## src/rtl/fetch_pc_controller_if.sv

```systemverilog
`default_nettype none
// ============================================================================
// Module      : fetch_pc_controller_if
// Description : Bundle of redirect, branch-prediction, fetch-queue and ICache
//               request signals around the fetch PC controller.
//               master = fetch PC controller, slave = surrounding front end.
// Revision    : 1.0 - initial release
// ============================================================================
interface fetch_pc_controller_if;
    // Redirect sources
    logic        csr_redir_valid;
    logic [31:0] csr_redir_pc;
    logic        ex_redir_valid;
    logic [31:0] ex_redir_pc;
    logic        pd_redir_valid;
    logic [31:0] pd_redir_pc;
    // Branch prediction for the current fetch PC
    logic        bp_taken;
    logic [31:0] bp_target;
    // Back-pressure
    logic        fq_full;
    logic        ic_ready;
    // Request / control outputs
    logic        fetch_valid;
    logic [31:0] fetch_pc;
    logic        flush_fe;
    logic        flush_if1;
    logic        ic_cancel;
    logic [1:0]  redirect_src;

    modport master (
        input  csr_redir_valid, csr_redir_pc,
        input  ex_redir_valid,  ex_redir_pc,
        input  pd_redir_valid,  pd_redir_pc,
        input  bp_taken,        bp_target,
        input  fq_full,         ic_ready,
        output fetch_valid,     fetch_pc,
        output flush_fe,        flush_if1,
        output ic_cancel,       redirect_src
    );

    modport slave (
        output csr_redir_valid, csr_redir_pc,
        output ex_redir_valid,  ex_redir_pc,
        output pd_redir_valid,  pd_redir_pc,
        output bp_taken,        bp_target,
        output fq_full,         ic_ready,
        input  fetch_valid,     fetch_pc,
        input  flush_fe,        flush_if1,
        input  ic_cancel,       redirect_src
    );
endinterface
`default_nettype wire

```

## src/rtl/fetch_pc_controller.sv

```systemverilog
`default_nettype none
// ============================================================================
// Module      : fetch_pc_controller
// Description : Owns the fetch PC. Arbitrates CSR > EX > predecoder redirects
//               against the BTB prediction and issues one fetch address per
//               cycle to the ICache under a valid/ready handshake. A redirect
//               that lands while a request is stalled is parked until that
//               request is accepted, and the accepted response is cancelled.
// Revision    : 1.0 - initial release
// ============================================================================
module fetch_pc_controller #(
    parameter logic [31:0] RESET_PC = 32'h1c00_0000
) (
    input  logic                   clk,
    input  logic                   rst,
    fetch_pc_controller_if.master  bus
);

    // Redirect source codes double as priority ranks (higher wins).
    localparam logic [1:0] c_SRC_NONE = 2'b00;
    localparam logic [1:0] c_SRC_PD   = 2'b01;
    localparam logic [1:0] c_SRC_EX   = 2'b10;
    localparam logic [1:0] c_SRC_CSR  = 2'b11;

    typedef enum logic [1:0] {
        S_BOOT = 2'b00,
        S_RUN  = 2'b01,
        S_WAIT = 2'b10
    } state_t;

    state_t      r_state;
    state_t      w_state_d;
    logic [31:0] r_pc;
    logic [31:0] w_pc_d;
    logic [31:0] r_pend_pc;
    logic [31:0] w_pend_pc_d;
    logic [1:0]  r_pend_src;
    logic [1:0]  w_pend_src_d;

    logic [1:0]  w_win_src;
    logic [31:0] w_win_pc;
    logic        w_may_overwrite;
    logic [31:0] w_pc_plus4;

    logic        w_fetch_valid;
    logic        w_flush_fe;
    logic        w_flush_if1;
    logic        w_ic_cancel;
    logic [1:0]  w_redirect_src;

    assign w_pc_plus4 = r_pc + 32'd4;

    // Fixed-priority pick of this cycle's redirect winner.
    always_comb begin
        w_win_src = c_SRC_NONE;
        w_win_pc  = '0;
        if (bus.csr_redir_valid) begin
            w_win_src = c_SRC_CSR;
            w_win_pc  = bus.csr_redir_pc;
        end else if (bus.ex_redir_valid) begin
            w_win_src = c_SRC_EX;
            w_win_pc  = bus.ex_redir_pc;
        end else if (bus.pd_redir_valid) begin
            w_win_src = c_SRC_PD;
            w_win_pc  = bus.pd_redir_pc;
        end
    end

    // A parked redirect may only be replaced by one of equal or higher rank,
    // so a late predecoder fix never masks an older EX/CSR redirect.
    assign w_may_overwrite = (w_win_src != c_SRC_NONE) && (w_win_src >= r_pend_src);

    // State, PC and pending-redirect registers.
    always_ff @(posedge clk or posedge rst) begin
        if (rst) begin
            r_state    <= S_BOOT;
            r_pc       <= RESET_PC;
            r_pend_pc  <= '0;
            r_pend_src <= c_SRC_NONE;
        end else begin
            r_state    <= w_state_d;
            r_pc       <= w_pc_d;
            r_pend_pc  <= w_pend_pc_d;
            r_pend_src <= w_pend_src_d;
        end
    end

    // Next-state, next-PC and request/flush outputs.
    always_comb begin
        w_state_d      = r_state;
        w_pc_d         = r_pc;
        w_pend_pc_d    = r_pend_pc;
        w_pend_src_d   = r_pend_src;
        w_fetch_valid  = 1'b0;
        w_flush_fe     = 1'b0;
        w_flush_if1    = 1'b0;
        w_ic_cancel    = 1'b0;
        w_redirect_src = c_SRC_NONE;

        case (r_state)
            S_BOOT: begin
                // One quiet cycle after reset before the first request.
                w_state_d = S_RUN;
            end

            S_RUN: begin
                w_fetch_valid  = ~bus.fq_full;
                w_flush_fe     = bus.csr_redir_valid | bus.ex_redir_valid;
                w_flush_if1    = (w_win_src == c_SRC_PD);
                w_redirect_src = w_win_src;
                if (w_win_src != c_SRC_NONE) begin
                    if (w_fetch_valid && !bus.ic_ready) begin
                        // Request is stuck: keep fetch_pc stable, park target.
                        w_pend_pc_d  = w_win_pc;
                        w_pend_src_d = w_win_src;
                        w_state_d    = S_WAIT;
                    end else begin
                        w_pc_d = w_win_pc;
                    end
                end else if (w_fetch_valid && bus.ic_ready) begin
                    w_pc_d = bus.bp_taken ? bus.bp_target : w_pc_plus4;
                end
            end

            S_WAIT: begin
                // The stalled request must stay presented until accepted.
                w_fetch_valid  = 1'b1;
                w_flush_fe     = bus.csr_redir_valid | bus.ex_redir_valid;
                w_flush_if1    = (w_win_src == c_SRC_PD);
                w_redirect_src = w_win_src;
                if (w_may_overwrite) begin
                    w_pend_pc_d  = w_win_pc;
                    w_pend_src_d = w_win_src;
                end
                if (bus.ic_ready) begin
                    w_ic_cancel  = 1'b1;
                    w_pc_d       = w_may_overwrite ? w_win_pc : r_pend_pc;
                    w_pend_src_d = c_SRC_NONE;
                    w_state_d    = S_RUN;
                end
            end

            default: begin
                w_state_d = S_BOOT;
            end
        endcase
    end

    assign bus.fetch_valid  = w_fetch_valid;
    assign bus.fetch_pc     = r_pc;
    assign bus.flush_fe     = w_flush_fe;
    assign bus.flush_if1    = w_flush_if1;
    assign bus.ic_cancel    = w_ic_cancel;
    assign bus.redirect_src = w_redirect_src;

endmodule
`default_nettype wire

```

## src/flat_wrapper.sv

```systemverilog
// flat-port wrapper written by rule: the top's interface ports become plain ports
module fetch_pc_controller_flat 
#(
    parameter logic [31:0] RESET_PC = 32'h1c00_0000
)
  (clk, rst, bus_csr_redir_valid, bus_csr_redir_pc, bus_ex_redir_valid, bus_ex_redir_pc, bus_pd_redir_valid, bus_pd_redir_pc, bus_bp_taken, bus_bp_target, bus_fq_full, bus_ic_ready, bus_fetch_valid, bus_fetch_pc, bus_flush_fe, bus_flush_if1, bus_ic_cancel, bus_redirect_src);
  fetch_pc_controller_if bus_i ();
  input  logic clk;
  input  logic rst;
  input wire logic [$bits(bus_i.csr_redir_valid)-1:0] bus_csr_redir_valid;
  input wire logic [$bits(bus_i.csr_redir_pc)-1:0] bus_csr_redir_pc;
  input wire logic [$bits(bus_i.ex_redir_valid)-1:0] bus_ex_redir_valid;
  input wire logic [$bits(bus_i.ex_redir_pc)-1:0] bus_ex_redir_pc;
  input wire logic [$bits(bus_i.pd_redir_valid)-1:0] bus_pd_redir_valid;
  input wire logic [$bits(bus_i.pd_redir_pc)-1:0] bus_pd_redir_pc;
  input wire logic [$bits(bus_i.bp_taken)-1:0] bus_bp_taken;
  input wire logic [$bits(bus_i.bp_target)-1:0] bus_bp_target;
  input wire logic [$bits(bus_i.fq_full)-1:0] bus_fq_full;
  input wire logic [$bits(bus_i.ic_ready)-1:0] bus_ic_ready;
  output wire logic [$bits(bus_i.fetch_valid)-1:0] bus_fetch_valid;
  output wire logic [$bits(bus_i.fetch_pc)-1:0] bus_fetch_pc;
  output wire logic [$bits(bus_i.flush_fe)-1:0] bus_flush_fe;
  output wire logic [$bits(bus_i.flush_if1)-1:0] bus_flush_if1;
  output wire logic [$bits(bus_i.ic_cancel)-1:0] bus_ic_cancel;
  output wire logic [$bits(bus_i.redirect_src)-1:0] bus_redirect_src;
  assign bus_i.csr_redir_valid = bus_csr_redir_valid;
  assign bus_i.csr_redir_pc = bus_csr_redir_pc;
  assign bus_i.ex_redir_valid = bus_ex_redir_valid;
  assign bus_i.ex_redir_pc = bus_ex_redir_pc;
  assign bus_i.pd_redir_valid = bus_pd_redir_valid;
  assign bus_i.pd_redir_pc = bus_pd_redir_pc;
  assign bus_i.bp_taken = bus_bp_taken;
  assign bus_i.bp_target = bus_bp_target;
  assign bus_i.fq_full = bus_fq_full;
  assign bus_i.ic_ready = bus_ic_ready;
  assign bus_fetch_valid = bus_i.fetch_valid;
  assign bus_fetch_pc = bus_i.fetch_pc;
  assign bus_flush_fe = bus_i.flush_fe;
  assign bus_flush_if1 = bus_i.flush_if1;
  assign bus_ic_cancel = bus_i.ic_cancel;
  assign bus_redirect_src = bus_i.redirect_src;
  fetch_pc_controller #(.RESET_PC(RESET_PC)) u_core (.clk(clk), .rst(rst), .bus(bus_i));
endmodule
```

## config.mk

```make
export PLATFORM = sky130hd
export DESIGN_NAME = fetch_pc_controller_flat
export DESIGN_NICKNAME = d
export VERILOG_FILES = /design/src/rtl/fetch_pc_controller_if.sv /design/src/rtl/fetch_pc_controller.sv /design/src/flat_wrapper.sv
export SDC_FILE = /design/constraint.sdc
export NUM_CORES = 1
export LEC_CHECK = 0
export BUFFER_PORTS_ARGS = -buffer_cell sky130_fd_sc_hd__buf_2
export CAP_MARGIN = 10
export CORE_AREA = 10 10 164 128
export DETAILED_ROUTE_END_ITERATION = 12
export DIE_AREA = 0 0 174 138
export HOLD_SLACK_MARGIN = 0.12
export PLACE_DENSITY = 0.56
export SLEW_MARGIN = 40
export SYNTH_ARGS = -nofsm -noshare
export SYNTH_HDL_FRONTEND = slang
export SYNTH_SLANG_ARGS = --single-unit
```

## constraint.sdc

```tcl
create_clock -name clk -period 1.88 [get_ports clk]
set_input_delay 0 -clock clk [delete_from_list [all_inputs] [get_ports clk]]
set_output_delay 0 -clock clk [all_outputs]
set_load 0.01 [all_outputs]
```

# ---- Word-level counts from Yosys, hierarchy flattened
# Index checks and enable logic that the tools add are counted.
dict set report classes {
  n_addsub 1
  mul 0
  div 0
  n_lt_le_gt_ge 1
  eq_ne 9
  n_shift 0
  muxes 31
  bitwise 2
  n_reduce_logical 12
}
# cell n
set op_table {}
lappend op_table {{$mux 32} 11}
lappend op_table {{$pmux 32 s2} 2}
lappend op_table {{$add 32x3->32 const B} 1}
lappend op_table {{$mux 2} 10}
lappend op_table {{$reduce_and 4->1} 2}
lappend op_table {{$pmux 2 s3} 1}
lappend op_table {{$reduce_and 3->1} 2}
lappend op_table {{$mux 1} 5}
lappend op_table {{$eq 2x1->1 const B} 2}
lappend op_table {{$ne 2x1->1 const B} 2}
lappend op_table {{$pmux 2 s2} 1}
lappend op_table {{$reduce_bool 2->1} 2}
lappend op_table {{$logic_and 1x1->1} 3}
lappend op_table {{$ne 3x1->1 const B} 1}
lappend op_table {{$ne 3x2->1 const B} 1}
lappend op_table {{$ne 3x3->1 const B} 1}
lappend op_table {{$eq 2x2->1 const B} 1}
lappend op_table {{$ge 2x2->1} 1}
lappend op_table {{$logic_not 2->1} 1}
lappend op_table {{$ne 2x2->1 const B} 1}
lappend op_table {{$pmux 1 s2} 1}
lappend op_table {{$reduce_or 2->1} 1}
lappend op_table {{$logic_not 1->1} 1}
lappend op_table {{$not 1->1} 1}
lappend op_table {{$or 1x1->1} 1}
dict set report word_totals {
  ff_bits 68
  latchBits 0
  ramBits 0
  romBits 0
  inputBits 136
  output_inout_bits 38
  word_cells 60
  mem_count 0
}

# ---- Depth between registers and ports, before layout
dict set report depth {
  word_depth 8
  depth_mapped 13
  depth_no_buf 8
}

# ---- Worst setup path after synthesis
# No wires, ideal clock.
dict set report synth_path {
  path_kind {input to register}
  startpoint {input port bus_ex_redir_valid}
  endpoint {register u_core.r_pend_pc[25]}
  setup_ns 0.125
  t_arrival_ns 2.319
  t_required_ns 1.755
  setup_slack_ns -0.564
  stages 11
  n_path_buf 4
  path_cell_list {buf_6 clkbuf_1 clkbuf_1 inv_1 nand2_1 ha_1 nor2_1 o31ai_4 nand3_2 buf_2 mux2_2}
}
dict set report synth_between {
  elab_chain_len 6
  word_cells_on_any_way 13
  cone_classes {1 x order compare; 1 x eq/ne; 8 x mux; 3 x reduce/logical}
}
# item line
set synth_lines {}
lappend synth_lines {{start: declaration} flat_wrapper.sv:12} ;# input wire logic [$bits(bus_i.ex_redir_valid)-1:0] bus_ex_redir_valid;
lappend synth_lines {{$mux 2} fetch_pc_controller.sv:60} ;# end else if (bus.ex_redir_valid) begin
lappend synth_lines {{$mux 2} fetch_pc_controller.sv:57} ;# if (bus.csr_redir_valid) begin
lappend synth_lines {{$ge 2x2->1 or $reduce_bool 2->1 (tied branches)} {fetch_pc_controller.sv:71, fetch_pc_controller.sv:111}}
lappend synth_lines {{$logic_and 1x1->1} fetch_pc_controller.sv:71} ;# assign w_may_overwrite = (w_win_src != c_SRC_NONE) && (w_win_src >= r_pend_src);
lappend synth_lines {{$mux 32} fetch_pc_controller.sv:131} ;# if (w_may_overwrite) begin
lappend synth_lines {{$pmux 32 s2} fetch_pc_controller.sv:100} ;# case (r_state)
lappend synth_lines {{end signal: assignment} fetch_pc_controller.sv:83} ;# r_pend_pc <= w_pend_pc_d;
lappend synth_lines {{end: declaration} fetch_pc_controller.sv:35} ;# logic [31:0] r_pend_pc;
# Parallel ways exist; a longest one is shown, timed or not. The select of a mux whose other input is x is not followed.
# A chain may end at the register's enable or synchronous reset.

# ---- Final worst setup path
dict set report layout_path {
  startpoint {register u_core.r_pc[3] (netlist: u_core.bus.fetch_pc[3])}
  endpoint {register u_core.r_pc[28] (netlist: u_core.bus.fetch_pc[28])}
}
dict set report layout_between {
  elab_chain_len 5
}
# item line
set layout_lines {}
lappend layout_lines {{start: declaration} fetch_pc_controller.sv:33} ;# logic [31:0] r_pc;
lappend layout_lines {{start signal: assignment} fetch_pc_controller.sv:82} ;# r_pc <= w_pc_d;
lappend layout_lines {{$add 32x3->32} fetch_pc_controller.sv:51} ;# assign w_pc_plus4 = r_pc + 32'd4;
lappend layout_lines {{$mux 32} fetch_pc_controller.sv:121} ;# w_pc_d = bus.bp_taken ? bus.bp_target : w_pc_plus4;
lappend layout_lines {{$mux 32} fetch_pc_controller.sv:120} ;# end else if (w_fetch_valid && bus.ic_ready) begin
lappend layout_lines {{$mux 32} fetch_pc_controller.sv:111} ;# if (w_win_src != c_SRC_NONE) begin
lappend layout_lines {{$pmux 32 s2} fetch_pc_controller.sv:100}
# Every way passes these cells. The select of a mux whose other input is x is not followed.

==> out/metrics.yaml <==
floorplan:
  core-area_um2: 18000
  num_io_pins: 174
  rows: 43
  start_util_pct: 29.2
  fp.dieH_um: 138
  die_area_um2: 24000
  die_x_um: 174
timing:
  fin_ws_ns: -0.141
  finalCritPeriodShare_pct: 107
  max-slew-margin-rel_pct: 43.9
  grt_setup_unrepaired: "yes"
  fmax_mhz: 495
  final-setup-viol-count: 49
  final_hold_viol_count: 0
  slew_violations: 0
  finalClockSkew_ns: 0.00873
  max_slew.worst_pin.slew_ns: 0.842
  fin_crit_ns: 2.02
outcome:
  violations: "setup timing"
  status: "complete, but fails checks"
cts:
  clock_latency_ns: 0.35
  clkTransAtPathRegs_ns: 0.07
  cts_tree: "done"
  cts_inserted_buffers: 9
  root_buffer: "clkbuf_16"
  cts.path.max_buffers: 2
  cts_max_level: 3
  cts.sinks: 68
power:
  powerDensity_nw_per_um2: 1510
  worst_ir_drop_vdd_uv: 628
  p_leak_nw: 3.94
yosys:
  ys_warn_count: 0
  yosysSeqAreaShare_pct: 32.5
  syn_inst: 633
  syn_area_um2: 5250
  synth_top_family_by_area: "compound AO/OA/AOI/OAI gates"
  synthArstFlopShare_pct: 100
  synth_ff_type: "dfrtp_1"
  synthAdderAreaFrac_pct: 1.43
  synth_nets: 775
  yosys.area.top_type: "dfrtp_1"
  yosys.area_share.simple_pct: 26.3
  syn-mean-instance-area_um2: 8.30
  ys_top_cells_by_area: "dfrtp_1 (31%), nand2_1 (5.4%), mux2_2 (4.1%)"
  synth_seq_cells: 68
  synth_top_cell_area_share_pct: 31.0
  synth.distinct_cells: 80
  synth_xor_area_share_pct: 0.834
  synth_compound_area_share_pct: 27.4
  synth.area.mux_share_pct: 5.79
  synth-edff-count: 0
layout:
  antenna_cells: 0
  finalNonFillerCells: 1211
  layout-drive-gt1-share_pct: 50.9
  area_growth_pct: 71.2
  fin_nets: 1101
global_route:
  grt_antenna_before_repair: 0
  grt_pass1_wl_um: 39800
  grt_max_degree: 59
  grt_use_total_pct: 20.9
  grt_pass1_vias: 6650
  grt_overflow: 0
setup_path:
  path_cells: "ha_4 -> nand4_1 -> or4_4 -> o41a_1 -> a31oi_1 -> o22a_1"
  crit_fanout: 5
  worstPathArrival_ns: 2.31
  max_stage_delay_ns: 0.61
  worstSetupEndpointType: "flop"
  cp.required_ns: 2.17
  startpoint_type: "flop"
  cp_slowest_cell: "or4_4"
  path_class: "flop to flop"
route:
  post-route-drc-count: 0
  vias: 6618
  dr.pass1.iters: 5
  finalWirelength_um: 26400
  routedWlPerCell_um: 21.8
  drtIter0Drc: 575
  ant_nets: 0
  viasPerCell: 5.46
min_path:
  hp-class: "primary input to flop"
place:
  pre_cts_slack_ns: -0.309
  gp_congestion: 0.903
  dp_hpwl_um: 20100
  place_inst: 1137
  port_buffers: 173
flow_run:
  drv_cap: 0
-- state kept, by name (all words and copies together), names as in the netlist --
register / cells
u_core.r_pend_pc: 32
u_core.r_pend_src: 2
u_core.bus.fetch_pc: 32
u_core.r_state: 2
-- area by class of cell --
type,count,area (um2)
flip-flops and latches,68,1710
fillers,1736,8980
clock inverters,7,98.8
clock buffers,9,225
multi-input cells,497,3940
inverters,19,73.8
repair buffers,364,2640
well taps,247,309
-- path summary, 6_finish.rpt --
kind                                             start                 endpoint  slack [ns]  cells after the start
worst max-delay path            u_core.bus.fetch_pc[3]  u_core.bus.fetch_pc[28]       -0.14                      6
worst min register to register    u_core.r_pend_src[0]     u_core.r_pend_src[0]        0.50                      2
max in group asynchronous                          rst  u_core.bus.fetch_pc[26]        1.03                      4
worst min-delay path              bus_csr_redir_pc[13]     u_core.r_pend_pc[13]        0.12                      4
min in group asynchronous                          rst  u_core.bus.fetch_pc[19]        0.17                      3
worst max register to register  u_core.bus.fetch_pc[3]  u_core.bus.fetch_pc[28]       -0.14                      6
-- report_power, final --
group | switching (W) | internal (W)
registers | 0.000697 | 0.00227
logic | 0.00436 | 0.00438
clock network | 0.000749 | 0.00117
-- Yosys cell counts (9+ instances only) --
library cell	number
and2_1	11
nand2_1	76
a31oi_1	25
nand4_1	12
nand3b_1	17
mux2_2	19
buf_2	11
a21oi_1	29
nand3_1	18
and3_1	10
a221oi_1	11
mux2i_1	9
o21ai_0	42
o31ai_1	9
a22oi_1	9
nor2_1	32
dfrtp_1	65
nor3_1	19
clkbuf_1	28
nor2b_1	18
inv_1	18
-- placed cells by master, fill, tap and decap left out, drive strengths merged, types with 20 or more instances in the layout --
master,synthesis,routed
o21ai,42,42
dlygate4sd3,0,32
nand2,76,76
buf,19,330
inv,19,20
nor3,21,21
nor2,33,33
a31oi,25,25
dfrtp,65,65
a21oi,29,29
-- logic make-up (layout without fill, tap and decap cells) --
| group | after synthesis | count (layout) |
|---|---|---|
| AO/OA/AOI/OAI | 204 | 204 |
| XOR/XNOR | 5 | 5 |
| adder cells (fa/ha/maj) | 6 | 6 |
| buffers and inverters | 69 | 399 |
| flip-flops | 68 | 68 |
| multiplexers | 28 | 28 |
| AND/OR/NAND/NOR | 253 | 254 |
-- layer usage --
| metal | track usage [%] | up-vias | wire length, um |
|---|---|---|---|
| met3 | 7.27 | 30 | 2610 |
| met2 | 28.9 | 361 | 10800 |
| met5 | 1.87 | - | 57 |
| met4 | 5.21 | 2 | 363 |
| met1 | 29.8 | 3156 | 12600 |
| li1 | - | 3069 | - |
-- critical path, delay by kind of cell, from the launching register on --
family,cells,cell delay (ns)
adder cells (fa/ha/maj),1,0.13
flip-flops,1,0.39
AND/OR/NAND/NOR,2,0.84
AO/OA/AOI/OAI,3,0.60
-- what timing repair did --
item,4_1_cts,5_1_grt
resized for setup,95,69
cloned,5,1
hold endpoints to repair,93,0
pin swaps,25,25
hold buffers,32,0
setup endpoints to repair,66,67
setup buffers,15,11
-- metrics by stage --
| step | util (%) | hold slack [ns] | TNS [ns] | total power [W] | cell area (um2) |
|---|---|---|---|---|---|
| floorplan | - | 0.147 | -2.49 | 0.00660 | 5460 |
| global placement | 41.0 | -0.0194 | -5.51 | 0.00944 | 7370 |
| detailed placement | 41.0 | -0.0154 | -7.13 | 0.00949 | 7370 |
| CTS | 48.3 | 0.121 | -2.50 | 0.0129 | 8680 |
| global route | 50.0 | 0.132 | -7.76 | 0.0143 | 8990 |
| finish | 50.0 | 0.122 | -3.03 | 0.0136 | 8990 |
Power figures use the tool's default switching activity.
